File: src/rtl/led_step_counter.sv
// Modulo-N step counter with prescaler: up-wrap, down-wrap, ping-pong and hold modes.
// Latency: count/dir/tick/tc update on the same edge that samples a step; a load shows next cycle.
// Backpressure: none; i_enable pauses the prescaler and stepping cycle-for-cycle.
//
// Ports:
//   i_clock      system clock, all state on the rising edge
//   i_reset      synchronous active-high reset
//   i_enable     qualifies prescaler advance and stepping
//   i_mode       00 up-wrap, 01 down-wrap, 10 ping-pong, 11 hold
//   i_load       synchronous load strobe (beats a step in the same cycle)
//   i_load_value value to load, clamped to MODULUS-1
//   o_count      current count, registered
//   o_dir        current direction (0 up, 1 down), registered
//   o_tick       one-cycle pulse while the newly stepped count is visible
//   o_tc         one-cycle pulse after a wrap or a ping-pong reversal
module led_step_counter #(
   parameter int WIDTH    = 3,
   parameter int MODULUS  = 8,
   parameter int PRESCALE = 1
) (
   input  logic             i_clock,
   input  logic             i_reset,
   input  logic             i_enable,
   input  logic [1:0]       i_mode,
   input  logic             i_load,
   input  logic [WIDTH-1:0] i_load_value,
   output logic [WIDTH-1:0] o_count,
   output logic             o_dir,
   output logic             o_tick,
   output logic             o_tc
);

   generate
      if (WIDTH < 1 || WIDTH > 16 || MODULUS < 2 || MODULUS > (1 << WIDTH) ||
          PRESCALE < 1 || PRESCALE > 65536) begin : g_bad_param
         $error("led_step_counter: illegal WIDTH/MODULUS/PRESCALE");
      end
   endgenerate

   localparam int PW = (PRESCALE > 1) ? $clog2(PRESCALE) : 1;

   localparam logic [PW-1:0]    P_LAST   = PW'(PRESCALE - 1);
   localparam logic [PW-1:0]    P_ONE    = PW'(1);
   localparam logic [WIDTH-1:0] C_MAX    = WIDTH'(MODULUS - 1);
   localparam logic [WIDTH-1:0] C_MAX_M1 = WIDTH'(MODULUS - 2);
   localparam logic [WIDTH-1:0] C_ONE    = WIDTH'(1);
   localparam logic [WIDTH-1:0] C_ZERO   = '0;

   localparam logic [1:0] MODE_UP   = 2'b00;
   localparam logic [1:0] MODE_DOWN = 2'b01;
   localparam logic [1:0] MODE_PING = 2'b10;
   localparam logic [1:0] MODE_HOLD = 2'b11;

   logic [WIDTH-1:0] r_count;
   logic             r_dir;
   logic             r_tick;
   logic             r_tc;
   logic [PW-1:0]    r_pre;

   logic             w_run;
   logic             w_step;
   logic [WIDTH-1:0] w_cnt_nxt;
   logic             w_dir_nxt;
   logic             w_wrap;
   logic [WIDTH-1:0] w_load_clamped;
   logic             w_load_dir;

   // Prescaler advances only when enabled and not in hold.
   assign w_run  = i_enable && (i_mode != MODE_HOLD);
   assign w_step = w_run && (r_pre == P_LAST);

   assign w_load_clamped = (i_load_value > C_MAX) ? C_MAX : i_load_value;

   // Loading an end point forces the direction a ping-pong would have there.
   always_comb begin
      w_load_dir = r_dir;
      if (w_load_clamped == C_ZERO)
         w_load_dir = 1'b0;
      else if (w_load_clamped == C_MAX && i_mode == MODE_PING)
         w_load_dir = 1'b1;
   end

   // Candidate next count/direction if this cycle steps. Explicit end-point
   // compares keep non-power-of-two moduli inside 0..MODULUS-1.
   always_comb begin
      w_cnt_nxt = r_count;
      w_dir_nxt = r_dir;
      w_wrap    = 1'b0;
      case (i_mode)
         MODE_UP: begin
            w_dir_nxt = 1'b0;
            if (r_count == C_MAX) begin
               w_cnt_nxt = C_ZERO;
               w_wrap    = 1'b1;
            end else begin
               w_cnt_nxt = r_count + C_ONE;
            end
         end
         MODE_DOWN: begin
            w_dir_nxt = 1'b1;
            if (r_count == C_ZERO) begin
               w_cnt_nxt = C_MAX;
               w_wrap    = 1'b1;
            end else begin
               w_cnt_nxt = r_count - C_ONE;
            end
         end
         MODE_PING: begin
            if (!r_dir) begin
               if (r_count != C_MAX) begin
                  w_cnt_nxt = r_count + C_ONE;
               end else begin
                  w_cnt_nxt = C_MAX_M1;
                  w_dir_nxt = 1'b1;
                  w_wrap    = 1'b1;
               end
            end else begin
               if (r_count != C_ZERO) begin
                  w_cnt_nxt = r_count - C_ONE;
               end else begin
                  w_cnt_nxt = C_ONE;
                  w_dir_nxt = 1'b0;
                  w_wrap    = 1'b1;
               end
            end
         end
         default: begin
            w_cnt_nxt = r_count;
            w_dir_nxt = r_dir;
            w_wrap    = 1'b0;
         end
      endcase
   end

   always_ff @(posedge i_clock) begin
      if (i_reset) begin
         r_count <= C_ZERO;
         r_dir   <= 1'b0;
         r_tick  <= 1'b0;
         r_tc    <= 1'b0;
         r_pre   <= '0;
      end else if (i_load) begin
         r_count <= w_load_clamped;
         r_dir   <= w_load_dir;
         r_tick  <= 1'b0;
         r_tc    <= 1'b0;
         r_pre   <= '0;
      end else begin
         r_tick <= w_step;
         r_tc   <= w_step && w_wrap;
         if (w_step) begin
            r_count <= w_cnt_nxt;
            r_dir   <= w_dir_nxt;
         end
         if (w_run)
            r_pre <= w_step ? '0 : r_pre + P_ONE;
      end
   end

   assign o_count = r_count;
   assign o_dir   = r_dir;
   assign o_tick  = r_tick;
   assign o_tc    = r_tc;

endmodule

File: config.mk
export PLATFORM = sky130hd
export DESIGN_NAME = led_step_counter
export DESIGN_NICKNAME = d
export VERILOG_FILES = /design/src/rtl/led_step_counter.sv
export SDC_FILE = /design/constraint.sdc
export NUM_CORES = 1
export LEC_CHECK = 0
export BUFFER_PORTS_ARGS = -buffer_cell sky130_fd_sc_hd__clkbuf_2
export CORE_UTILIZATION = 40
export CTS_CLUSTER_DIAMETER = 60
export CTS_CLUSTER_SIZE = 28
export DETAILED_ROUTE_END_ITERATION = 7
export PLACE_DENSITY_LB_ADDON = 0.25
export SETUP_SLACK_MARGIN = 0.4
export SYNTH_ARGS = -nofsm -noshare
export SYNTH_HDL_FRONTEND = slang
export SYNTH_SLANG_ARGS = --single-unit
File: constraint.sdc
create_clock -name i_clock -period 3.6 [get_ports i_clock]
set_input_delay 0 -clock i_clock [delete_from_list [all_inputs] [get_ports i_clock]]
set_output_delay 0 -clock i_clock [all_outputs]
set_load 0.005 [all_outputs]
==> run metrics, run 1 <==
status finished, final reports clean; CP Data Arrival Time 1820 ps; CP peak stage delay 400 ps; num rows 14; FF+latch area 140 um2; non-filler instance count after layout 113; half-perimeter wire length after placement 1190 um; worst path cell trace inv_1 > ha_1 > nor2b_1 > nor3_1 > o21ai_0 > a221oi_2; Post-synth top flop dfxtp_1; Seq/Total Area, Yosys 20.9%; Post-Synthesis Cells 82; Area Growth Syn to Fin 13.0%; Clock Latency Late Sink 260 ps; crit path kind reg2reg; Post-Place Worst Slack 1970 ps; routed wl met2 682 um; Synthesis Warnings 0; Detailed Route WL 1550 um; Max Cap Viol 0; flop2flop setup slack 1950 ps; first-pass GRT wire length 2640 um; Root Driver clkbuf_4; antenna violations before repair 0; Syn Area/Cell 8.19 um2; r2r startpoint o_count[0]; # Post-CTS Setup Buffers 0; post-CTS sizing 0; Multi-input gate area 477 um2; GRT overflow 0; Final Worst Setup Slack 1950 ps; Tcrit/Tclk final 45.8%; endpoint class of the critical path flip-flop; min cycle time layout 1650 ps; commonest non-fill, non-tap cells in the layout clkbuf_2, ha_1; ANT cells 0; I/O Buffers 14; final hold vios 0; I/O pin count 15; static leakage 0.337 nW; commonest non-fill, non-tap cell in the layout clkbuf_2; Slew HR 74.4%; pin count of the biggest net entering global routing 13; Die Height 43.0 um; dpl cells 109; Crit path buffers/inverters 1; Clock transition at path regs 60 ps; Initial Util 43.6%; GRT Overall Usage 19.5%; Tightest Hold Check Type in2reg; flop and latch count out of synthesis 7; number of CTS-inserted buffers 3; layout cell share with drive strength beyond 1 21.6%; Setup TNS 0 ps; Routed Antenna Nets 0; worst vdd ir 149 uV; Core ar. 1540 um2; critical path's slowest cell dfxtp_1; WP data required 3770 ps; max layer used met4; Vias 647; HP Start i_load_value[0]; CTS Sinks 7; number of global-route vias before repair 595; CTS tree built; max-slew violations 0; # DRC 0; count of cell types in the netlist 31; Synth async-reset ratio 0%; Worst Tran Pin Value 384 ps; fin util 49.3%; Setup violations, final 0; Top delay family on crit path simple AND/OR/NAND/NOR gates; Max Buffers Root-to-Sink 2; met3 WL 53 um; clk_skew 4.15 ps; M1 WL 778 um; Fillers 159; Post-Syn Area 672 um2; layout net count 116; Placer Congestion 0.899; Syn Nets 100; EDFF count, synth 0; CP Launch Point o_count[0]; CP Launch Type flip-flop; Power Density 300 nW/um2; CTS H-tree lvls 1; Fmax 607 MHz; wire length per cell 13.8 um; via/cell ratio 5.73; initial detailed-routing violation count 16; CTS Hold Bufs 0; unrepaired setup endpoints after global routing no; Die X 43.0 um; Worst Path Max Fanout 5; DIE AREA 1850 um2; drt pass-1 iters 4
[cells by family after synthesis]
kind of cell	count (synthesis)	share of synthesized area, %
AO/OA/AOI/OAI	23	24.4
adder cells (fa/ha/maj)	9	16.8
buffers and inverters	10	8.19
flip-flops	7	20.9
multiplexers	3	4.47
AND/OR/NAND/NOR	30	25.3
[cell type report]
| cell class | instances | share of cell area [%] |
|---|---|---|
| Sequential cell | 7 | 18.5 |
| Tap cell | 16 | 2.64 |
| Multi-Input combinational cell | 65 | 62.8 |
| Inverter | 7 | 3.46 |
| Timing Repair Buffer | 14 | 9.23 |
| Clock buffer | 4 | 3.46 |
[path summary, 6_finish.rpt]
path,depth (start not counted),endpoint
min reg2reg,1,r_pre
min,3,o_count[0]
max reg2reg,6,o_dir
max,6,o_dir
[routing by layer]
layer,vias to the layer above,global-route usage [%]
met2,17,26.7
met4,0,12.7
li1,329,-
met1,296,28.1
met3,5,2.55
met5,-,0
[cells in the mapped netlist (2+ instances only)]
library cell	n	area, um2
nor2_1	7	26.3
o211ai_1	2	15.0
a31oi_1	2	12.5
o21ai_0	2	10.0
dfxtp_1	7	140
nor2b_1	4	25.0
inv_1	7	26.3
or3_1	3	18.8
a21oi_1	7	35.0
nor3_4	2	32.5
o32ai_1	2	17.5
nand2b_1	2	12.5
ha_1	9	113
nand2_1	7	26.3
mux2i_1	3	30.0
[report_power, final]
group / total, mW / leakage (nW) / internal, mW / switching [mW]
registers: 0.0856 / 0.0572 / 0.0809 / 0.00469
clock network: 0.0756 / 0.0150 / 0.0426 / 0.0330
logic: 0.0666 / 0.264 / 0.0286 / 0.0379
total: 0.228 / 0.337 / 0.152 / 0.0757
[metrics by stage]
stage                     total power [mW]  cell area (um2)  hold WS, ps
after global routing                 0.242              759         20.6
after detailed placement             0.153              733          290
after CTS                            0.229              759         13.1
after floorplan                      0.134              672         66.2
after global placement               0.152              733          281
final                                0.228              759         22.6
[worst register-to-register path, stage by stage, from the launching register on]
cell,delay (ps)
dfxtp_1,400
inv_1,90
ha_1,270
nor2b_1,170
nor3_1,240
o21ai_0,140
a221oi_2,240
[registers in the layout (all words and copies together), names as in the netlist]
register  flops
r_pre         1
o_count       3
o_dir         1
o_tc          1
o_tick        1
Power figures use the tool's default switching activity.
==> run 2, diff against run 1 <==
Settings changed: ABC_AREA from default to 1.
Clock period 3.6 ns to 1.4 ns, I/O delays scaled along.
==> run metrics, run 2 <==
status finished, final reports clean; hold depth 3; Seq/Total Area, Yosys 21.2%; Post-Synthesis Cells 109; final hold vios 0; share of power burned in the clock network 31.1%; Fillers 151; # DRC 0; CTS tree built; path depth of the worst reg2reg path 7; Pwr Total 0.652 mW; CTS H-tree lvls 1; pin count of the biggest net entering global routing 9; most frequent cell after synthesis nand2_1; dpl cells 140; clk_skew 15.2 ps; commonest non-fill, non-tap cells in the layout nand2_1, nor2_1, inv_1; unrepaired setup endpoints after global routing yes; Worst Path Max Fanout 5; wire length per cell 11.8 um; Routed Antenna Nets 0; Setup violations, final 0; top post-synthesis cells by count nand2_1, inv_1, nor2_1; proportion of netlist area held by the largest area contributor 21.2%; Tightest Hold Check Type in2reg; Clock transition at path regs 70 ps; half-perimeter wire length after placement 1350 um; number of CTS-inserted buffers 3; Setup TNS 0 ps; Max Cap Viol 0; switching pwr 0.235 mW; Root Driver clkbuf_4; simple-gate area share of the yosys netlist 40.2%; HP Start i_enable; Placer Congestion 0.901; CP Launch Type flip-flop; switching share of total power 36.0%; initial detailed-routing violation count 33; GRT overflow 0; largest family of logic cells by synthesized area simple AND/OR/NAND/NOR gates; Area Growth Syn to Fin 40.5%; Tcrit/Tclk final 92.4%; Core ar. 1520 um2; Post-synth top flop dfxtp_1; I/O Buffers 14; largest area contributor in the netlist dfxtp_1; CTS Sinks 7; Worst R2R End o_count[2]; Fmax 773 MHz; Max Buffers Root-to-Sink 2; Cell Int Power 0.417 mW; Clock Latency Late Sink 270 ps; min cycle time layout 1290 ps; crit path kind reg2reg; endpoint class of the critical path flip-flop; Power Density 702 nW/um2; drt pass-1 iters 6; flop2flop setup slack 110 ps; max-slew violations 0; Multi-input gate area 532 um2; first-pass GRT wire length 2950 um; Die X 42.6 um; Worst Tran Pin Value 291 ps; Synth async-reset ratio 0%; largest cells by area after synthesis dfxtp_1, ha_1, nand2_1, inv_1, nor2_1; number of global-route vias before repair 719; FF+latch area 149 um2; CP Data Arrival Time 1490 ps; combinational share of power 34.1%; Syn Area/Cell 6.06 um2; Slew HR 80.6%; Initial Util 43.3%; Syn Nets 127; Synthesis Warnings 0; num rows 14; Vias 769; Detailed Route WL 1750 um; r2r startpoint o_count[0]; max reg flops 3; Synth Area in Adders 17.0%; non-filler instance count after layout 149; post-synthesis xor/xnor area fraction 0%; via/cell ratio 5.16; static leakage 0.468 nW; commonest non-fill, non-tap cell in the layout nand2_1; mux contribution to synthesized area 0%; Compound-Gate Fraction of Synth Area 9.66%; end of the worst hold path o_tick; worst vdd ir 480 uV; flop and latch count out of synthesis 7; EDFF count, synth 0; Post-Syn Area 661 um2; DIE AREA 1820 um2; count of cell types in the netlist 17; WP data required 1600 ps; I/O pin count 15; Sequential Power Share 34.8%; Die Height 42.6 um; layout cell share with drive strength beyond 1 35.3%; ANT cells 0; layout net count 152; antenna violations before repair 0; GRT Overall Usage 21.8%
==> run 2: cell types whose count changed after synthesis, sizes merged, moves of 3 or more <==
cell | before | now
nand3 | 1 | 12
mux2i | 3 | 0
nor2 | 7 | 17
inv | 7 | 21
or3 | 3 | 0
nand2 | 7 | 28
nor2b | 4 | 0
==> run 2: routing by layer <==
metal	up-vias	GRT usage, %	share of wire, %
met2	34	34.8	47
li1	392	-	-
met5	-	0	0
met3	6	3.02	7.0
met4	0	15.6	2.2
met1	337	26.3	43
==> run 2: worst max path at each step <==
stage,cells past startpoint,end,start
5_1_grt,8,o_count[2],o_count[0]
3_5_place_dp,9,o_count[1],o_count[0]
2_1_floorplan,9,o_count[1],o_count[0]
3_3_place_gp,9,o_count[1],o_count[0]
6_report,7,o_count[2],o_count[0]
4_1_cts,10,o_count[1],o_count[0]
==> run 2: metrics by stage <==
step / setup slack [ps] / hold WS (ps) / area, um2 / utilization, %
2_1_floorplan: 296 / 59.4 / 727 / -
3_3_place_gp: 173 / 265 / 825 / 54.1
3_5_place_dp: 158 / 254 / 825 / 54.1
4_1_cts: 186 / 43.3 / 901 / 59.1
5_1_grt: 61.8 / 54.6 / 928 / 60.9
6_report: 107 / 36.5 / 928 / 60.9
==> run 2: power by group through the flow <==
stage	logic (mW)	registers, mW	clock network [mW]
final	0.222	0.227	0.203
after global routing	0.248	0.228	0.212
after CTS	0.208	0.226	0.202
after detailed placement	0.192	0.229	0
after global placement	0.189	0.228	0
after floorplan	0.132	0.226	0
==> run 2: area by class of cell <==
class	count	share of cell area (%)
Clock buffer	4	2.83
Inverter	21	9.03
Multi-Input combinational cell	81	57.3
Sequential cell	7	16.0
Tap cell	16	2.16
Timing Repair Buffer	20	12.7
==> run 2: cells by family (layout without fill, tap and decap cells) <==
family	count (synthesis)	after routing
AND/OR/NAND/NOR	60	60
adder cells (fa/ha/maj)	9	9
flip-flops	7	7
AO/OA/AOI/OAI	12	12
buffers and inverters	21	45
==> run 2: worst max-delay path: stages (launching register included) <==
cell     delay, ps
dfxtp_4        410
ha_4           140
inv_2           40
ha_4           240
nor2_1          30
nor2_1         120
nand2_1        100
a21oi_2        140
==> run 2: timing repair <==
item | 4_1_cts | 5_1_grt
hold buffers | 1 | 0
hold endpoints to repair | 4 | 0
pin swaps | 3 | 11
buffers inserted | 3 | 1
endpoints found under the setup margin | 5 | 5
gates cloned | 0 | 0
gates resized for setup | 3 | 7
